[config.mk]
export PLATFORM = sky130hd
export DESIGN_NAME = salamander_sndcmd_tx
export DESIGN_NICKNAME = d
export VERILOG_FILES = /design/src/rtl/salamander_sndcmd_tx.sv
export SDC_FILE = /design/constraint.sdc
export NUM_CORES = 1
export LEC_CHECK = 0
export BUFFER_PORTS_ARGS = -buffer_cell sky130_fd_sc_hd__buf_4
export CORE_MARGIN = 3
export CORE_UTILIZATION = 47
export CTS_CLUSTER_DIAMETER = 60
export DETAILED_ROUTE_END_ITERATION = 10
export GPL_TIMING_DRIVEN = 0
export MAX_ROUTING_LAYER = met4
export PLACE_DENSITY_LB_ADDON = 0.08
export SLEW_MARGIN = 20
export SYNTH_ARGS = -nofsm -noshare
export SYNTH_HDL_FRONTEND = slang
export SYNTH_SLANG_ARGS = --single-unit
[constraint.sdc]
create_clock -name i_EMU_MCLK -period 2.7 [get_ports i_EMU_MCLK]
set_input_delay 0.27 -clock i_EMU_MCLK [delete_from_list [all_inputs] [get_ports i_EMU_MCLK]]
set_output_delay 0.27 -clock i_EMU_MCLK [all_outputs]
set_load 0.02 [all_outputs]
[src/rtl/salamander_sndcmd_tx.sv]
// salamander_sndcmd_tx
//
// Main-CPU-side transmitter for the sound command link. It latches the
// 8-bit sound code from the main CPU and raises the sound-CPU interrupt
// request as a stretched pulse of PULSE_LEN cycles. It then waits for the
// sound CPU's interrupt acknowledge, or for ACK_TIMEOUT cycles, before the
// next command may be dispatched.
//
// Build option:
//   SALAMANDER_SNDCMD_FIFO_EN  When defined, each i_INT_TRIG queues the code
//                              in a FIFO_DEPTH-entry FIFO and commands are
//                              dispatched one at a time. When undefined
//                              (direct mode), o_SNDCODE is a plain latch of
//                              the staging register and a trigger starts or
//                              restarts the pulse at once.
//
// Ports:
//   i_EMU_MCLK       system clock, rising edge
//   i_EMU_INITRST_n  asynchronous active-low reset
//   i_CODE_WR        one-cycle strobe, writes i_CODE_DIN into the staging register
//   i_CODE_DIN[7:0]  code byte from the main CPU data bus
//   i_INT_TRIG       one-cycle strobe, interrupt-trigger write
//   i_SNDCPU_ACK     level, high during the sound CPU interrupt acknowledge
//   o_SNDCODE[7:0]   code presented to the sound CPU
//   o_SNDINT         interrupt request pulse to the sound board
//   o_BUSY           FSM not idle, or FIFO non-empty
//   o_OVERFLOW       sticky: a trigger was dropped on a full FIFO
//   o_DBG_STATE[1:0] FSM state (0 IDLE, 1 LOAD, 2 PULSE, 3 WAIT_ACK)
//
// Handshake: there is no valid/ready pair here. i_CODE_WR and i_INT_TRIG
// are single-cycle strobes that are always accepted (in FIFO mode a trigger
// on a full FIFO with no pop in the same cycle is dropped and flagged);
// i_SNDCPU_ACK is a level whose rising edge is the acknowledge event.

module salamander_sndcmd_tx #(
  parameter int PULSE_LEN   = 16,
  parameter int ACK_TIMEOUT = 4096,
  parameter int FIFO_DEPTH  = 4
) (
  input  logic       i_EMU_MCLK,
  input  logic       i_EMU_INITRST_n,
  input  logic       i_CODE_WR,
  input  logic [7:0] i_CODE_DIN,
  input  logic       i_INT_TRIG,
  input  logic       i_SNDCPU_ACK,
  output logic [7:0] o_SNDCODE,
  output logic       o_SNDINT,
  output logic       o_BUSY,
  output logic       o_OVERFLOW,
  output logic [1:0] o_DBG_STATE
);

  typedef enum logic [1:0] {
    ST_IDLE     = 2'd0,
    ST_LOAD     = 2'd1,
    ST_PULSE    = 2'd2,
    ST_WAIT_ACK = 2'd3
  } state_t;

  localparam logic [7:0]  PULSE_LAST = 8'(PULSE_LEN - 1);
  localparam logic [15:0] TMO_LAST   = 16'(ACK_TIMEOUT - 1);

  state_t      state_q, state_d;
  logic [7:0]  pulse_cnt_q;
  logic [15:0] tmo_cnt_q;
  logic [7:0]  stage_q;
  logic        ack_q;
  logic        ack_seen_q;
  logic        ack_ev;
  logic        ack_clr;
  logic        pulse_hit;
  logic        tmo_hit;
  logic        pulse_restart;

  // Parameter range checks; no hardware is generated for these.
  always_comb begin
    assert (PULSE_LEN >= 4 && PULSE_LEN <= 255);
    assert (ACK_TIMEOUT >= 1 && ACK_TIMEOUT <= 65535);
    assert (FIFO_DEPTH >= 2 && FIFO_DEPTH <= 16 && (FIFO_DEPTH & (FIFO_DEPTH - 1)) == 0);
  end

  assign ack_ev    = i_SNDCPU_ACK & ~ack_q;
  assign pulse_hit = (pulse_cnt_q == PULSE_LAST);
  assign tmo_hit   = (tmo_cnt_q == TMO_LAST);
  assign o_DBG_STATE = state_q;

`ifdef SALAMANDER_SNDCMD_FIFO_EN
  localparam int AW = $clog2(FIFO_DEPTH);
  localparam logic [AW:0] FIFO_FULL_CNT = (AW + 1)'(FIFO_DEPTH);

  logic [7:0]    fifo_mem [FIFO_DEPTH];
  logic [AW-1:0] rd_ptr_q, wr_ptr_q;
  logic [AW:0]   fifo_cnt_q;
  logic          fifo_full, fifo_push, fifo_pop;
  logic [7:0]    push_data;
  logic [7:0]    sndcode_q;
  logic          overflow_q;
  logic          load_go;

  assign load_go       = (state_q == ST_IDLE) && (state_d == ST_LOAD);
  assign pulse_restart = 1'b0;
  assign ack_clr       = load_go || (state_q == ST_WAIT_ACK);

  assign fifo_full = (fifo_cnt_q == FIFO_FULL_CNT);
  assign fifo_pop  = load_go;
  // A pop in the same cycle frees the slot, so a push on a full FIFO survives.
  assign fifo_push = i_INT_TRIG & (~fifo_full | fifo_pop);
  // Bypass: a code written in the trigger cycle is the one queued.
  assign push_data = i_CODE_WR ? i_CODE_DIN : stage_q;

  always_ff @(posedge i_EMU_MCLK) begin
    if (fifo_push) fifo_mem[wr_ptr_q] <= push_data;
  end

  always_ff @(posedge i_EMU_MCLK or negedge i_EMU_INITRST_n) begin
    if (!i_EMU_INITRST_n) begin
      rd_ptr_q   <= '0;
      wr_ptr_q   <= '0;
      fifo_cnt_q <= '0;
      sndcode_q  <= 8'h00;
      overflow_q <= 1'b0;
    end else begin
      if (fifo_push) wr_ptr_q <= wr_ptr_q + AW'(1);
      if (fifo_pop) begin
        rd_ptr_q  <= rd_ptr_q + AW'(1);
        sndcode_q <= fifo_mem[rd_ptr_q];
      end
      if (fifo_push && !fifo_pop)      fifo_cnt_q <= fifo_cnt_q + (AW + 1)'(1);
      else if (!fifo_push && fifo_pop) fifo_cnt_q <= fifo_cnt_q - (AW + 1)'(1);
      if (i_INT_TRIG && fifo_full && !fifo_pop) overflow_q <= 1'b1;
    end
  end

  assign o_SNDCODE  = sndcode_q;
  assign o_OVERFLOW = overflow_q;
`else
  logic trig_go;

  // A trigger is taken in every reachable state and always lands in PULSE.
  assign trig_go       = i_INT_TRIG && (state_d == ST_PULSE);
  assign pulse_restart = i_INT_TRIG && (state_q == ST_PULSE);
  assign ack_clr       = trig_go || (state_q == ST_WAIT_ACK);

  // Direct mode behaves as a transparent-after-write latch.
  assign o_SNDCODE  = stage_q;
  assign o_OVERFLOW = 1'b0;
`endif

  // State register and datapath registers.
  always_ff @(posedge i_EMU_MCLK or negedge i_EMU_INITRST_n) begin
    if (!i_EMU_INITRST_n) begin
      state_q     <= ST_IDLE;
      pulse_cnt_q <= 8'd0;
      tmo_cnt_q   <= 16'd0;
      stage_q     <= 8'h00;
      ack_q       <= 1'b0;
      ack_seen_q  <= 1'b0;
    end else begin
      state_q <= state_d;
      ack_q   <= i_SNDCPU_ACK;
      if (i_CODE_WR) stage_q <= i_CODE_DIN;

      // Counts cycles already spent in PULSE; zero on entry and on restart.
      if (state_q == ST_PULSE && state_d == ST_PULSE && !pulse_restart)
        pulse_cnt_q <= pulse_cnt_q + 8'd1;
      else
        pulse_cnt_q <= 8'd0;

      // Counts cycles already spent in WAIT_ACK; zero on entry.
      if (state_q == ST_WAIT_ACK && state_d == ST_WAIT_ACK)
        tmo_cnt_q <= tmo_cnt_q + 16'd1;
      else
        tmo_cnt_q <= 16'd0;

      // An acknowledge that arrives while the pulse is still being stretched
      // is remembered so WAIT_ACK can release on its first cycle. Clearing
      // wins over setting: an ack coinciding with a new command belongs to
      // the old one.
      if (ack_clr)                             ack_seen_q <= 1'b0;
      else if (state_q == ST_PULSE && ack_ev)  ack_seen_q <= 1'b1;
    end
  end

  // Next-state logic.
  always_comb begin
    state_d = state_q;
    case (state_q)
      ST_IDLE: begin
`ifdef SALAMANDER_SNDCMD_FIFO_EN
        if (fifo_cnt_q != '0) state_d = ST_LOAD;
`else
        if (i_INT_TRIG) state_d = ST_PULSE;
`endif
      end
      ST_LOAD: state_d = ST_PULSE;
      ST_PULSE: begin
        if (pulse_hit && !pulse_restart) state_d = ST_WAIT_ACK;
      end
      ST_WAIT_ACK: begin
        if (ack_ev || ack_seen_q || tmo_hit) state_d = ST_IDLE;
`ifndef SALAMANDER_SNDCMD_FIFO_EN
        if (i_INT_TRIG) state_d = ST_PULSE;
`endif
      end
      default: state_d = ST_IDLE;
    endcase
  end

  // Outputs decode registered state only.
  always_comb begin
    o_SNDINT = (state_q == ST_PULSE);
`ifdef SALAMANDER_SNDCMD_FIFO_EN
    o_BUSY   = (state_q != ST_IDLE) || (fifo_cnt_q != '0);
`else
    o_BUSY   = (state_q != ST_IDLE);
`endif
  end

endmodule

==> results.tsv, run 1 <==
metric	value	unit
status	complete, no violations	
fin crit share	0.709	
#FFs+latches synth	36	
Detail Route Antenna Nets	0	
Initial Utilization	0.509	
clock insertion delay at the later pin of the skew report	0.33	ns
Ys Warns	0	
width of the die	64.7	µm
Inserted Diodes	0	
Power Dens Cells	504	mW/mm²
Inst Count DP	212	
synth top area cells	dfrtp_1, xnor2_1, nor2_1	
die area	0.00418	mm²
Ports	26	
crit end category	register	
worst-case clock buffer depth	2	
grt ovf	0	
Num Clock Sinks	36	
top cell type's share of synthesized area	0.556	
VDD IR max	311	µV
GPL Wtd Cong	0.731	
first-pass GRT wire length	4.73	mm
slowest cell on the critical path	or3_4	
via count	1069	
largest fanout on the critical path	10	
synthesized area	0.00162	mm²
cts hold-fix bufs	1	
Tmin final	1.92	ns
share of cells above drive strength 1	0.261	
number of buffers created by CTS	5	
clk root buf	clkbuf_4	
CP Data Arrival Time	2.14	ns
fmax	522	MHz
final hold viol count	0	
die height	64.7	µm
routed len/inst	12.2	µm
Setup Skew	0.0122	ns
max-cap violation count	0	
CTS tree	yes	
Final nets	191	
crit start category	register	
Final Max Tran Viols	0	
average size of a mapped cell	11.2	µm²
kind of critical path	reg -> reg	
initial antenna violation count	0	
RSZ-0062 raised after global routing	no	
Layout fillers	269	
post-synthesis instance total	145	
gr usage total	0.153	
Syn Nets	160	
setup TNS after final layout	0	ns
WHS	0.0479	ns
Critical Path RT	2.92	ns
final std cells w/o fill	220	
number of global-route vias before repair	1086	
Post-Route WL	2.69	mm
DP Wirelength	1.96	mm
DRC	0	
endpoints failing setup	0	
port bufs	23	
Hold Path Class	in -> reg	
pin count of the biggest net entering global routing	37	
CP peak stage delay	0.46	ns
Layout Area Growth over Synthesis	18.7	%
Worst-path clk slew	0.10	ns
CTS HTree Levels	2	
CP cell instances	ha_1, nand3_2, or3_4, o211ai_4, buf_6, nor2_1	
postcts setup bufs	0	
Netlist cell types	30	
register area share after synthesis	0.556	
# rows	20	
core region area	0.00318	mm²
drt pass-1 iters	2	
Detailed Route Iter0 Violations	46	
area leader, netlist	dfrtp_1	
drt via density	4.86	
post-cts resize count	0	
Static Leakage	0.847	nW
[final timing paths]
kind,from,end,slack (ns),depth (start not counted)
worst max-delay path,tmo_cnt_q[0],tmo_cnt_q[10],0.78,6
worst min-delay path,i_SNDCPU_ACK,ack_q,0.05,1
worst max register to register,tmo_cnt_q[0],tmo_cnt_q[10],0.78,6
worst min register to register,pulse_cnt_q[0],pulse_cnt_q[0],0.48,1
max in group asynchronous,i_EMU_INITRST_n,tmo_cnt_q[14],1.96,2
min in group asynchronous,i_EMU_INITRST_n,o_SNDCODE[4],0.42,2
[power by group]
group          leakage, nW  internal [W]  switching (W)  total [W]
combinational        0.336     0.0000433      0.0000469  0.0000902
sequential           0.474      0.000556      0.0000102   0.000566
clock               0.0374      0.000148       0.000164   0.000311
total                0.847      0.000747       0.000221   0.000968
[cells in the final DEF, fill, tap and decap left out, drive strengths merged, types with 4 or more instances in the layout]
master / Yosys / layout
dfrtp: 36 / 36
nor2: 27 / 27
buf: 2 / 25
xnor2: 12 / 12
xor2: 8 / 8
mux2: 8 / 8
clkbuf: 1 / 8
nand2: 7 / 7
inv: 6 / 6
nand3: 6 / 6
nand4: 5 / 5
nor4: 4 / 4
nor3: 4 / 4
[critical path, delay by kind of cell, from the launching register on]
| family | cells | cell delay [ns] |
|---|---|---|
| AO/OA/AOI/OAI | 1 | 0.30 |
| adder cells (fa/ha/maj) | 1 | 0.22 |
| buffers and inverters | 1 | 0.19 |
| flip-flops | 1 | 0.42 |
| AND/OR/NAND/NOR | 3 | 0.67 |
[metal layers]
metal  wire, µm  global-route usage
met1       1220               0.170
met2       1310               0.253
met3        127              0.0433
met4         36              0.0792
met5          0                   -
[synth_stat cells, drive strengths merged]
cell     count
xor2         8
and2         1
ha           2
o21ai        2
nand2        7
nand2b       2
clkbuf       1
nor3         4
dfrtp       36
nor2        27
nand4        5
o211ai       1
conb         1
mux2         8
or2          1
or3          1
xnor2       12
and4         1
or4          1
nor4         4
a2bb2oi      1
buf          2
a21oi        2
nor2b        1
and3         2
nand3        6
inv          6
[state kept, by name, summed over array words and instances, names as in the netlist]
signal / count
ack_q: 1
pulse_cnt_q: 8
o_DBG_STATE: 2
tmo_cnt_q: 16
ack_seen_q: 1
o_SNDCODE: 8
[layout make-up]
type | instances | area [µm²] | area share
flip-flops and latches | 36 | 901 | 0.469
multi-input cells | 100 | 673 | 0.350
repair buffers | 24 | 183 | 0.0951
clock buffers | 7 | 65.1 | 0.0339
well taps | 44 | 55.1 | 0.0286
plain buffers | 3 | 22.5 | 0.0117
inverters | 6 | 22.5 | 0.0117
[kinds of logic after synthesis]
family                   count (synthesis)  synth area share
AO/OA/AOI/OAI                            6            0.0309
XOR/XNOR                                20             0.108
adder cells (fa/ha/maj)                  2            0.0155
buffers and inverters                    9            0.0278
flip-flops                              36             0.556
multiplexers                             8            0.0556
other                                    1           0.00232
AND/OR/NAND/NOR                         63             0.203
[metrics by stage]
| stage | power (W) | area, µm² | util | setup slack (ns) |
|---|---|---|---|---|
| after global placement | 0.000664 | 1850 | 0.581 | 0.817 |
| after floorplan | 0.000619 | 1620 | - | 1.01 |
| after detailed placement | 0.000668 | 1850 | 0.581 | 0.789 |
| after CTS | 0.000987 | 1920 | 0.605 | 0.767 |
| final | 0.000968 | 1920 | 0.605 | 0.785 |
| after global routing | 0.00102 | 1920 | 0.605 | 0.649 |
No activity file was read; power rests on OpenSTA's default activity.
==> inputs of run 2 (changes only) <==
==> constraint.sdc (replaced) <==
create_clock -name i_EMU_MCLK -period 1.9 [get_ports i_EMU_MCLK]
set_input_delay 0.19 -clock i_EMU_MCLK [delete_from_list [all_inputs] [get_ports i_EMU_MCLK]]
set_output_delay 0.19 -clock i_EMU_MCLK [all_outputs]
set_load 0.02 [all_outputs]
==> results.tsv, run 2 (synthesized netlist as in run 1, its figures left out) <==
metric	value	unit
status	complete, no violations	
Setup Skew	0.0110	ns
kind of critical path	reg -> reg	
initial antenna violation count	0	
crit path buf inv count	1	
die area	0.00418	mm²
Core Util, Final	0.620	
core region area	0.00318	mm²
Crit path max-delay family	simple AND/OR/NAND/NOR gates	
clock insertion delay at the later pin of the skew report	0.34	ns
Detailed Route Iter0 Violations	47	
Hold Path Class	in -> reg	
Ports	26	
CTS HTree Levels	2	
Critical Path RT	2.13	ns
Inserted Diodes	0	
port bufs	23	
Tmin final	1.83	ns
DRC	0	
Biggest register	tmo_cnt_q	
worst-case clock buffer depth	2	
via count	1096	
first-pass GRT wire length	4.75	mm
largest fanout on the critical path	10	
# rows	20	
commonest cells after routing, fill and taps aside	dfrtp_1, buf_4, nor2_1	
Worst Reg2Reg Path Length in Cells	6	
Worst-path clk slew	0.10	ns
CP Data Arrival Time	2.06	ns
CP peak stage delay	0.44	ns
Detail Route Antenna Nets	0	
Initial Utilization	0.509	
fin crit share	0.963	
Place WS	-0.0114	ns
DP Wirelength	1.96	mm
Largest register FFs	16	
fmax	547	MHz
Layout Area Growth over Synthesis	21.6	%
number of global-route vias before repair	1095	
routed len/inst	12.2	µm
GPL Wtd Cong	0.731	
clk root buf	clkbuf_4	
die height	64.7	µm
drt pass-1 iters	3	
drt via density	4.87	
share of cells above drive strength 1	0.276	
crit start category	register	
Num Clock Sinks	36	
hold path depth	2	
slowest cell on the critical path	or3_4	
Final Max Tran Viols	0	
worst setup margin	0.0704	ns
crit end category	register	
Power Dens Cells	701	mW/mm²
gr usage total	0.154	
most common cell after layout, fill and taps aside	dfrtp_1	
grt ovf	0	
width of the die	64.7	µm
Static Leakage	0.871	nW
pin count of the biggest net entering global routing	37	
final hold viol count	0	
WP depth	6	
CTS tree	yes	
number of buffers created by CTS	5	
Layout fillers	270	
Final nets	196	
CP cell instances	ha_1, nand3_4, or3_4, o211ai_4, buf_6, nor2_1	
Post-Route WL	2.74	mm
endpoints failing setup	0	
max-cap violation count	0	
VDD IR max	442	µV
==> run 2: metal layers <==
layer / routed length [µm] / GRT usage / vias to the layer above
met3: 150 / 0.0451 / 7
met1: 1250 / 0.170 / 515
met2: 1300 / 0.253 / 21
li1: - / - / 553
met5: 0 / - / -
met4: 46 / 0.0792 / 0
==> run 2: final cells by class <==
cell class              count  area, µm²  area share
plain buffers               3       22.5      0.0114
clock buffers               7       65.1      0.0330
inverters                   6       22.5      0.0114
multi-input cells         100        681       0.346
flip-flops and latches     36        901       0.457
well taps                  44       55.1      0.0280
repair buffers             29        223       0.113
==> run 2: worst paths after layout <==
path	start	end	slack, ns
setup / recovery	tmo_cnt_q[0]	tmo_cnt_q[11]	0.07
hold / removal	i_INT_TRIG	ack_seen_q	0.03
hold reg to reg	pulse_cnt_q[0]	pulse_cnt_q[0]	0.48
min in group asynchronous	i_EMU_INITRST_n	o_SNDCODE[6]	0.33
setup reg to reg	tmo_cnt_q[0]	tmo_cnt_q[11]	0.07
max in group asynchronous	i_EMU_INITRST_n	tmo_cnt_q[14]	1.25
==> run 2: timing repair <==
action	4_1_cts	5_1_grt
setup buffers	2	2
hold endpoints to repair	37	0
pin swaps	1	0
endpoints found under the setup margin	10	15
gates resized for setup	0	1
hold buffers	2	0
==> run 2: report_power, final <==
part           leakage [nW]  switching [W]  internal, W  total [W]
Clock                0.0374       0.000236     0.000210   0.000446
Combinational         0.359      0.0000669    0.0000629   0.000130
Sequential            0.474      0.0000145     0.000790   0.000805
==> run 2: through the flow <==
step / setup TNS [ns] / total power [W] / instance area (µm²) / cells / hold slack [ns]
2_1_floorplan: 0 / 0.000880 / 1620 / 145 / -0.106
3_3_place_gp: 0 / 0.000944 / 1850 / 212 / 0.164
3_5_place_dp: -0.0698 / 0.000950 / 1850 / 212 / 0.176
4_1_cts: 0 / 0.00140 / 1950 / 223 / 0.0218
5_1_grt: -0.0266 / 0.00145 / 1970 / 225 / 0.0375
6_report: 0 / 0.00138 / 1970 / 225 / 0.0299
